[src/rtl/store_write_master_if.sv]
// rtl/store_write_master_if.sv - store request and Avalon-style write bus bundle
interface store_write_master_if;
   logic        start;
   logic [1:0]  size;
   logic [31:0] addr;
   logic [31:0] data;
   logic        busy;
   logic        done;
   logic        err;
   logic [31:0] address;
   logic        write;
   logic [31:0] writedata;
   logic [3:0]  byteenable;
   logic        waitrequest;

   modport master (
      input  start, size, addr, data, waitrequest,
      output busy, done, err, address, write, writedata, byteenable
   );

   modport slave (
      output start, size, addr, data, waitrequest,
      input  busy, done, err, address, write, writedata, byteenable
   );
endinterface

[src/rtl/store_write_master.sv]
// rtl/store_write_master.sv - SB/SH/SW lane alignment and write hold with stall timeout
module store_write_master #(
   parameter int TIMEOUT = 255
) (
   input  logic                   i_clk,
   input  logic                   i_reset,
   store_write_master_if.master   io_bus
);
   localparam int CW = (TIMEOUT < 2) ? 1 : $clog2(TIMEOUT + 1);
   localparam logic [CW-1:0] TMO = CW'(TIMEOUT);

   localparam logic [0:0] S_IDLE  = 1'b0;
   localparam logic [0:0] S_WRITE = 1'b1;

   logic [0:0]    r_state;
   logic [CW-1:0] r_cnt;
   logic          r_done;
   logic          r_err;
   logic [31:0]   r_address;
   logic [31:0]   r_wdata;
   logic [3:0]    r_be;

   logic          w_legal;
   logic [3:0]    w_be;
   logic [31:0]   w_wd;
   logic [CW-1:0] w_cnt_inc;
   logic          w_timeout;

   always_comb begin
      w_legal = 1'b1;
      w_be    = 4'b0000;
      w_wd    = 32'h0;
      case (io_bus.size)
         2'b00: begin
            w_be = 4'b0001 << io_bus.addr[1:0];
            w_wd = {4{io_bus.data[7:0]}};
         end
         2'b01: begin
            w_be    = io_bus.addr[1] ? 4'b1100 : 4'b0011;
            w_wd    = {2{io_bus.data[15:0]}};
            w_legal = ~io_bus.addr[0];
         end
         2'b10: begin
            w_be    = 4'b1111;
            w_wd    = io_bus.data;
            w_legal = (io_bus.addr[1:0] == 2'b00);
         end
         default: w_legal = 1'b0;
      endcase
   end

   // Saturating stall count; abort on the edge that would make it reach TIMEOUT.
   assign w_cnt_inc = (r_cnt == {CW{1'b1}}) ? r_cnt : r_cnt + CW'(1);
   assign w_timeout = (TIMEOUT != 0) && (w_cnt_inc == TMO);

   always_ff @(posedge i_clk) begin
      if (i_reset) begin
         r_state   <= S_IDLE;
         r_cnt     <= '0;
         r_done    <= 1'b0;
         r_err     <= 1'b0;
         r_address <= 32'h0;
         r_wdata   <= 32'h0;
         r_be      <= 4'b0000;
      end else begin
         r_done <= 1'b0;
         r_err  <= 1'b0;
         case (r_state)
            S_IDLE: begin
               if (io_bus.start) begin
                  if (w_legal) begin
                     r_state   <= S_WRITE;
                     r_cnt     <= '0;
                     r_address <= {io_bus.addr[31:2], 2'b00};
                     r_wdata   <= w_wd;
                     r_be      <= w_be;
                  end else begin
                     r_err <= 1'b1;
                  end
               end
            end
            default: begin
               if (!io_bus.waitrequest) begin
                  r_state <= S_IDLE;
                  r_done  <= 1'b1;
               end else if (w_timeout) begin
                  r_state <= S_IDLE;
                  r_err   <= 1'b1;
               end else begin
                  r_cnt <= w_cnt_inc;
               end
            end
         endcase
      end
   end

   assign io_bus.busy       = (r_state == S_WRITE);
   assign io_bus.write      = (r_state == S_WRITE);
   assign io_bus.done       = r_done;
   assign io_bus.err        = r_err;
   assign io_bus.address    = r_address;
   assign io_bus.writedata  = r_wdata;
   assign io_bus.byteenable = r_be;
endmodule
[src/flat_wrapper.sv]
// flat-port wrapper written by rule: the top's interface ports become plain ports
module store_write_master_flat 
#(
   parameter int TIMEOUT = 255
)
  (i_clk, i_reset, io_bus_start, io_bus_size, io_bus_addr, io_bus_data, io_bus_waitrequest, io_bus_busy, io_bus_done, io_bus_err, io_bus_address, io_bus_write, io_bus_writedata, io_bus_byteenable);
  store_write_master_if io_bus_i ();
  input  logic i_clk;
  input  logic i_reset;
  input wire logic [$bits(io_bus_i.start)-1:0] io_bus_start;
  input wire logic [$bits(io_bus_i.size)-1:0] io_bus_size;
  input wire logic [$bits(io_bus_i.addr)-1:0] io_bus_addr;
  input wire logic [$bits(io_bus_i.data)-1:0] io_bus_data;
  input wire logic [$bits(io_bus_i.waitrequest)-1:0] io_bus_waitrequest;
  output wire logic [$bits(io_bus_i.busy)-1:0] io_bus_busy;
  output wire logic [$bits(io_bus_i.done)-1:0] io_bus_done;
  output wire logic [$bits(io_bus_i.err)-1:0] io_bus_err;
  output wire logic [$bits(io_bus_i.address)-1:0] io_bus_address;
  output wire logic [$bits(io_bus_i.write)-1:0] io_bus_write;
  output wire logic [$bits(io_bus_i.writedata)-1:0] io_bus_writedata;
  output wire logic [$bits(io_bus_i.byteenable)-1:0] io_bus_byteenable;
  assign io_bus_i.start = io_bus_start;
  assign io_bus_i.size = io_bus_size;
  assign io_bus_i.addr = io_bus_addr;
  assign io_bus_i.data = io_bus_data;
  assign io_bus_i.waitrequest = io_bus_waitrequest;
  assign io_bus_busy = io_bus_i.busy;
  assign io_bus_done = io_bus_i.done;
  assign io_bus_err = io_bus_i.err;
  assign io_bus_address = io_bus_i.address;
  assign io_bus_write = io_bus_i.write;
  assign io_bus_writedata = io_bus_i.writedata;
  assign io_bus_byteenable = io_bus_i.byteenable;
  store_write_master #(.TIMEOUT(TIMEOUT)) u_core (.i_clk(i_clk), .i_reset(i_reset), .io_bus(io_bus_i));
endmodule
[config.mk]
export PLATFORM = sky130hd
export DESIGN_NAME = store_write_master_flat
export DESIGN_NICKNAME = d
export VERILOG_FILES = /design/src/rtl/store_write_master_if.sv /design/src/rtl/store_write_master.sv /design/src/flat_wrapper.sv
export SDC_FILE = /design/constraint.sdc
export NUM_CORES = 1
export LEC_CHECK = 0
export ABC_CLOCK_PERIOD_IN_PS = 2900
export CORE_MARGIN = 2
export CORE_UTILIZATION = 40
export CTS_BUF_LIST = sky130_fd_sc_hd__clkbuf_4
export DETAILED_ROUTE_END_ITERATION = 12
export PLACE_DENSITY = 0.76
export SYNTH_ARGS = -nofsm -noshare
export SYNTH_HDL_FRONTEND = slang
export SYNTH_SLANG_ARGS = --single-unit
export TNS_END_PERCENT = 10
[constraint.sdc]
create_clock -name i_clk -period 2.9 [get_ports i_clk]
set_clock_uncertainty 0.2 [all_clocks]
set_input_delay 0.58 -clock i_clk [delete_from_list [all_inputs] [get_ports i_clk]]
set_output_delay 0.58 -clock i_clk [all_outputs]
set_load 0.03 [all_outputs]
**Word-level counts from Yosys, hierarchy flattened**

Cells that the tools add are included.

- Div/mod/pow operators: 0
- Add/subtract/negate cells: 1
- $mul: 0
- Multiplexer cells: 21
- $lt $le $gt $ge: 0
- Reductions and logical operators: 7
- Bitwise gates (word level): 2
- Shift-type cells: 1
- Equal/unequal tests: 6

Operators by type and width:

| cell | number |
|---|---|
| case mux 32 bit (3 select lines) | 1 |
| two-way mux 8 bit | 6 |
| equality test 8 bit (second input constant) | 2 |
| case mux 4 bit (3 select lines) | 1 |
| two-way mux 1 bit | 11 |
| adder 8 x 1 -> 8 bit (second input constant) | 1 |
| logical NOT 2 bit | 2 |
| two-way mux 4 bit | 1 |
| inequality test 2 bit (second input constant) | 2 |
| AND reduction 4 bit | 1 |
| nonzero test 2 bit | 2 |
| << shifter 1 x 2 -> 4 bit (first input constant) | 1 |
| case mux 1 bit (3 select lines) | 1 |
| AND reduction 3 bit | 1 |
| equality test 2 x 1 -> 1 bit (second input constant) | 1 |
| equality test 2 bit (second input constant) | 1 |
| NOT 1 bit | 2 |
| OR reduction 2 bit | 1 |

- Output and inout bits: 72
- Logic and storage cells: 45
- Register bits after elaboration: 77
- Memories kept: 0
- Bits of input ports: 70
- Memory bits (writable): 0
- Bits in latches: 0
- Bits in read-only memories: 0

**Logic depth before layout (Yosys ltp)**

- Word-level depth: 6
- Mapped depth: 8

**Worst setup path after synthesis**

OpenSTA, ideal clock, no wires.

- Path type: register to register
- Start: register u_core.r_cnt[0]
- End: register u_core.r_cnt[3]
- Setup slack: 0.695 ns
- Required time: 2.585 ns
- Path buffers: 0
- Library setup time: 0.115 ns
- Clock period less this slack: 2.205 ns
- Cell stages (with the launch flop): 8
- Arrival time: 1.891 ns
- Cell sequence: dfxtp_1 > ha_1 > and3_2 > nand3_2 > a2111oi_4 > and3_4 > a211oi_2 > o21a_1

- Word-level cells in the longest chain between the ends: 5
- Elaborated cells on any way between the ends: 9
- Classes of those cells: 1 x add/sub; 3 x eq/ne; 4 x mux; 1 x reduce/logical

RTL lines:

| what | RTL line | source |
|---|---|---|
| from (decl) | store_write_master.sv:16 | `logic [CW-1:0] r_cnt;` |
| from (signal assigned) | store_write_master.sv:90 | `r_cnt <= w_cnt_inc;` |
| adder 8 x 1 -> 8 bit or equality test 8 bit (tied branches) | store_write_master.sv:53 | `assign w_cnt_inc = (r_cnt == {CW{1'b1}}) ? r_cnt : r_cnt + CW'(1);` |
| two-way mux 8 bit (*) | store_write_master.sv:53 |  |
| equality test 8 bit or two-way mux 8 bit (tied branches) | store_write_master.sv:54, store_write_master.sv:86 |  |
| inequality test 2 bit (no line) or two-way mux 8 bit (tied branches) | -- |  |
| AND reduction 4 bit (no line) or two-way mux 8 bit (tied branches) | -- |  |

Every way passes the cells marked *; elsewhere a longest branch is shown, timed or not. The select of a mux whose other input is x is not followed.
A chain may end at the register's enable or synchronous reset.

**Worst setup path in the final report**

- Start: register u_core.r_cnt[0]
- End: register u_core.r_err (netlist: u_core.io_bus.err)

- Word-level cells in the longest chain between the ends: 6
- Elaborated cells on any way between the ends: 7
- Classes of those cells: 1 x add/sub; 2 x eq/ne; 4 x mux

RTL lines:

| what | RTL line | source |
|---|---|---|
| adder 8 x 1 -> 8 bit or equality test 8 bit (tied branches) | store_write_master.sv:53 |  |
| two-way mux 8 bit (*) | store_write_master.sv:53 |  |
| equality test 8 bit (*) | store_write_master.sv:54 | `assign w_timeout = (TIMEOUT != 0) && (w_cnt_inc == TMO);` |
| two-way mux 1 bit (*) | store_write_master.sv:86 | `end else if (w_timeout) begin` |
| two-way mux 1 bit (*) | store_write_master.sv:83 | `if (!io_bus.waitrequest) begin` |
| two-way mux 1 bit (*) | store_write_master.sv:68 | `case (r_state)` |
| to (signal assigned) | store_write_master.sv:61 | `r_err <= 1'b0;` |
| to (signal assigned) | store_write_master.sv:67 | `r_err <= 1'b0;` |
| to (signal assigned) | store_write_master.sv:88 | `r_err <= 1'b1;` |
| to (decl) | store_write_master.sv:18 | `logic r_err;` |

Every way passes the cells marked *; elsewhere a longest branch is shown, timed or not.

==> flow_metrics.py <==
metrics = {
    "floorplan": {
        "die_y_um": 95.7,
        "core_mm2": 0.00818,
        "die_x_um": 95.7,
        "initial_core_util_pct": 41.2,
        "die-area_mm2": 0.00916,
        "row_count": 33,
        "ioPinCount": 142,
    },
    "clocking": {
        "clk_path_buf_depth": 2,
        "path_clk_slew_ns": 0.12,
        "cts_htree_levels": 3,
        "cts-hold-fix-buffers": 0,
        "postCtsSetupBuffers": 0,
        "cts-root-buf": "clkbuf_4",
        "cts.sinks": 77,
        "cts_tree": "done",
        "cts_buffers": 9,
        "cts_resized": 0,
        "clk_latency_ns": 0.40,
    },
    "worst_setup_path": {
        "r2r_setup_slack_ns": 0.28,
        "startpoint_type": "flip-flop",
        "r2r-start": "u_core.r_cnt[0]$_SDFFE_PP0P_",
        "timing.rr.end": "u_core.io_bus.err$_SDFF_PP0_",
        "reg2reg_depth": 7,
        "cp.arrival_ns": 2.75,
        "required_ns": 3.03,
        "worst_setup_path_end_kind": "flip-flop",
        "path_max_fanout": 8,
        "worst-setup-path-type": "flip-flop to flip-flop",
    },
    "yosys": {
        "yosysWarnings": 0,
        "yosysUniqueCellTypes": 50,
        "yosys.area.top_type_share_pct": 45.8,
        "ys_top_cells_by_area": "dfxtp_1, nand2_1, a21oi_1",
        "syn_area_per_cell_um2": 7.88,
        "ys_ff_latch": 77,
        "yosysTopAreaCell": "dfxtp_1",
        "synth_cells": 427,
        "seq_area_frac_synth_pct": 45.8,
        "syn_area_mm2": 0.00337,
    },
    "min_path": {
        "min_delay_path_depth": 2,
        "hp-start": "u_core.io_bus.address[5]$_SDFFE_PP0P_",
        "hold_end": "u_core.io_bus.address[5]$_SDFFE_PP0P_",
        "hold_path_class": "flip-flop to flip-flop",
    },
    "global_routing": {
        "grtUsageTotal_pct": 21.5,
        "antenna_found_initial": 1,
        "first_global_vias": 3200,
        "grt-ovfl-total": 0,
        "grt_max_degree": 45,
        "grt_pass1_wl_mm": 15.2,
    },
    "timing": {
        "setup_viol": 0,
        "rsz0062_at_grt": "no",
        "worst_slack_ns": 0.277,
        "period_share_pct": 90.4,
        "tightest_slew_ns": 1.05,
        "fmax_ghz": 0.381,
        "finalHoldViolCount": 0,
        "drv_slew": 0,
        "finalCriticalPeriod_ns": 2.62,
        "slew_headroom_pct": 29.6,
        "fin_tns_setup_ns": 0,
    },
    "power": {
        "ir_worst_vdd_mv": 0.324,
        "powerDensity_mw_per_mm2": 465,
        "leakagePower_uw": 0.00174,
    },
    "final_layout": {
        "drive_gt1_share_pct": 7.16,
        "area_growth_pct": 47.8,
        "nFillCells": 700,
        "finalNetCount": 626,
        "instances_no_fill": 665,
        "utilization_pct": 60.9,
    },
    "placement": {
        "place_congestion": 0.871,
        "dp_slack_ns": 0.0279,
        "dp_hpwl_mm": 7.23,
        "io_buffer_count": 139,
        "place_inst": 649,
    },
    "routing": {
        "routed_wl_mm": 9.69,
        "vias": 3433,
        "drc_errors": 0,
        "final_antenna_net_count": 0,
        "initialDrtViolationCount": 141,
        "vias_per_cell": 5.16,
        "dr.pass1.iters": 5,
        "wl_per_cell_um": 14.6,
    },
    "status": {
        "status": "finished, final reports clean",
    },
    "flow_run": {
        "maxCapViolCount": 0,
    },
}
==> critical path, cell delays in order, from the launching register on <==
cell and delay (ns):
dfxtp_1 0.49, ha_1 0.36, and3_2 0.28, nand3_2 0.11, a2111oi_4 0.49, and3_4 0.30, nand3_1 0.08, a21oi_1 0.22
==> worst max-delay path by stage <==
stage                                  from                                  endpoint  slack [ns]
2_1_floorplan  u_core.r_cnt[0]$_SDFFE_PP0P_              u_core.r_cnt[3]$_SDFFE_PP0P_        0.69
3_3_place_gp                 io_bus_size[0]  u_core.io_bus.writedata[16]$_SDFFE_PP0P_        0.16
3_5_place_dp                 io_bus_size[0]  u_core.io_bus.writedata[25]$_SDFFE_PP0P_        0.03
4_1_cts        u_core.r_cnt[0]$_SDFFE_PP0P_              u_core.io_bus.err$_SDFF_PP0_        0.26
5_1_grt        u_core.r_cnt[0]$_SDFFE_PP0P_              u_core.io_bus.err$_SDFF_PP0_        0.12
6_report       u_core.r_cnt[0]$_SDFFE_PP0P_              u_core.io_bus.err$_SDFF_PP0_        0.28
==> cells in the final DEF, fill, tap and decap left out, drive strengths merged, types with 2 or more instances in the layout <==
cell	synthesis	final
clkdlybuf4s50	0	138
nand2	96	96
dfxtp	77	77
a21oi	55	55
nor2	47	47
nor3	29	29
a211oi	17	17
buf	17	12
o21ai	11	11
clkbuf	17	9
mux2i	8	8
a221oi	8	8
nand3	7	7
nand2b	5	5
clkinvlp	0	3
clkinv	1	3
a31oi	3	3
and3	3	3
nand4	2	2
inv	2	2
conb	1	2
and4	2	2
a2111oi	2	2
o211ai	2	2
==> cell usage after synthesis, drive strengths merged <==
library cell  count
nand2            96
dfxtp            77
a21oi            55
nor2             47
nor3             29
a211oi           17
buf              17
clkbuf           17
o21ai            11
a221oi            8
mux2i             8
nand3             7
nand2b            5
a31oi             3
and3              3
a2111oi           2
and4              2
inv               2
nand4             2
o211ai            2
a211o             1
a21boi            1
a221o             1
a31o              1
a32o              1
a41oi             1
and2              1
and2b             1
clkinv            1
conb              1
ha                1
nor2b             1
nor3b             1
nor4              1
o21a              1
o31ai             1
or3               1
==> logic make-up (layout without fill, tap and decap cells) <==
family          Yosys count  count (layout)  share of synthesized area (%)
flops                    77              77                           45.8
mux                       8               8                           2.38
buf+inv                  37             168                           5.09
other cells               1               3                          0.111
compound gates          106             106                           20.7
simple gates            197             197                           25.6
fa+ha+maj                 1               1                          0.372
==> metal layers <==
layer	GRT usage [%]	part of all wire, %	vias up
li1	-	-	1734
met1	28.2	44	1574
met2	34.6	48	117
met3	5.01	6.9	8
met4	7.86	1.7	0
met5	0	0	-
==> through the flow <==
stage               hold WS [ns]  total power (µW)  area [µm²]
floorplan                  0.306              1450        3370
global placement           0.241              1710        4840
detailed placement         0.246              1720        4840
CTS                        0.263              2340        4970
global route               0.281              2430        4980
finish                     0.259              2310        4980
==> sequential cells by signal, summed over array words and instances, names as in the netlist <==
| signal | count |
|---|---|
| u_core.io_bus.writedata | 32 |
| u_core.io_bus.address | 30 |
| u_core.r_cnt | 8 |
| u_core.io_bus.byteenable | 4 |
| u_core.io_bus.busy | 1 |
| u_core.io_bus.done | 1 |
| u_core.io_bus.err | 1 |
==> power by group <==
group | internal, µW | switching, µW
logic | 247 | 299
registers | 1120 | 34.1
clock network | 256 | 361
==> layout make-up <==
class / count / area [µm²] / share of cell area (%)
inverters: 3 / 11.3 / 0.226
clock inverters: 6 / 65.1 / 1.31
multi-input cells: 314 / 1680 / 33.7
diodes: 1 / 2.50 / 0.0503
well taps: 105 / 131 / 2.64
flip-flops and latches: 77 / 1540 / 31.0
repair buffers: 150 / 1480 / 29.8
clock buffers: 9 / 67.6 / 1.36
Power figures use the tool's default switching activity.
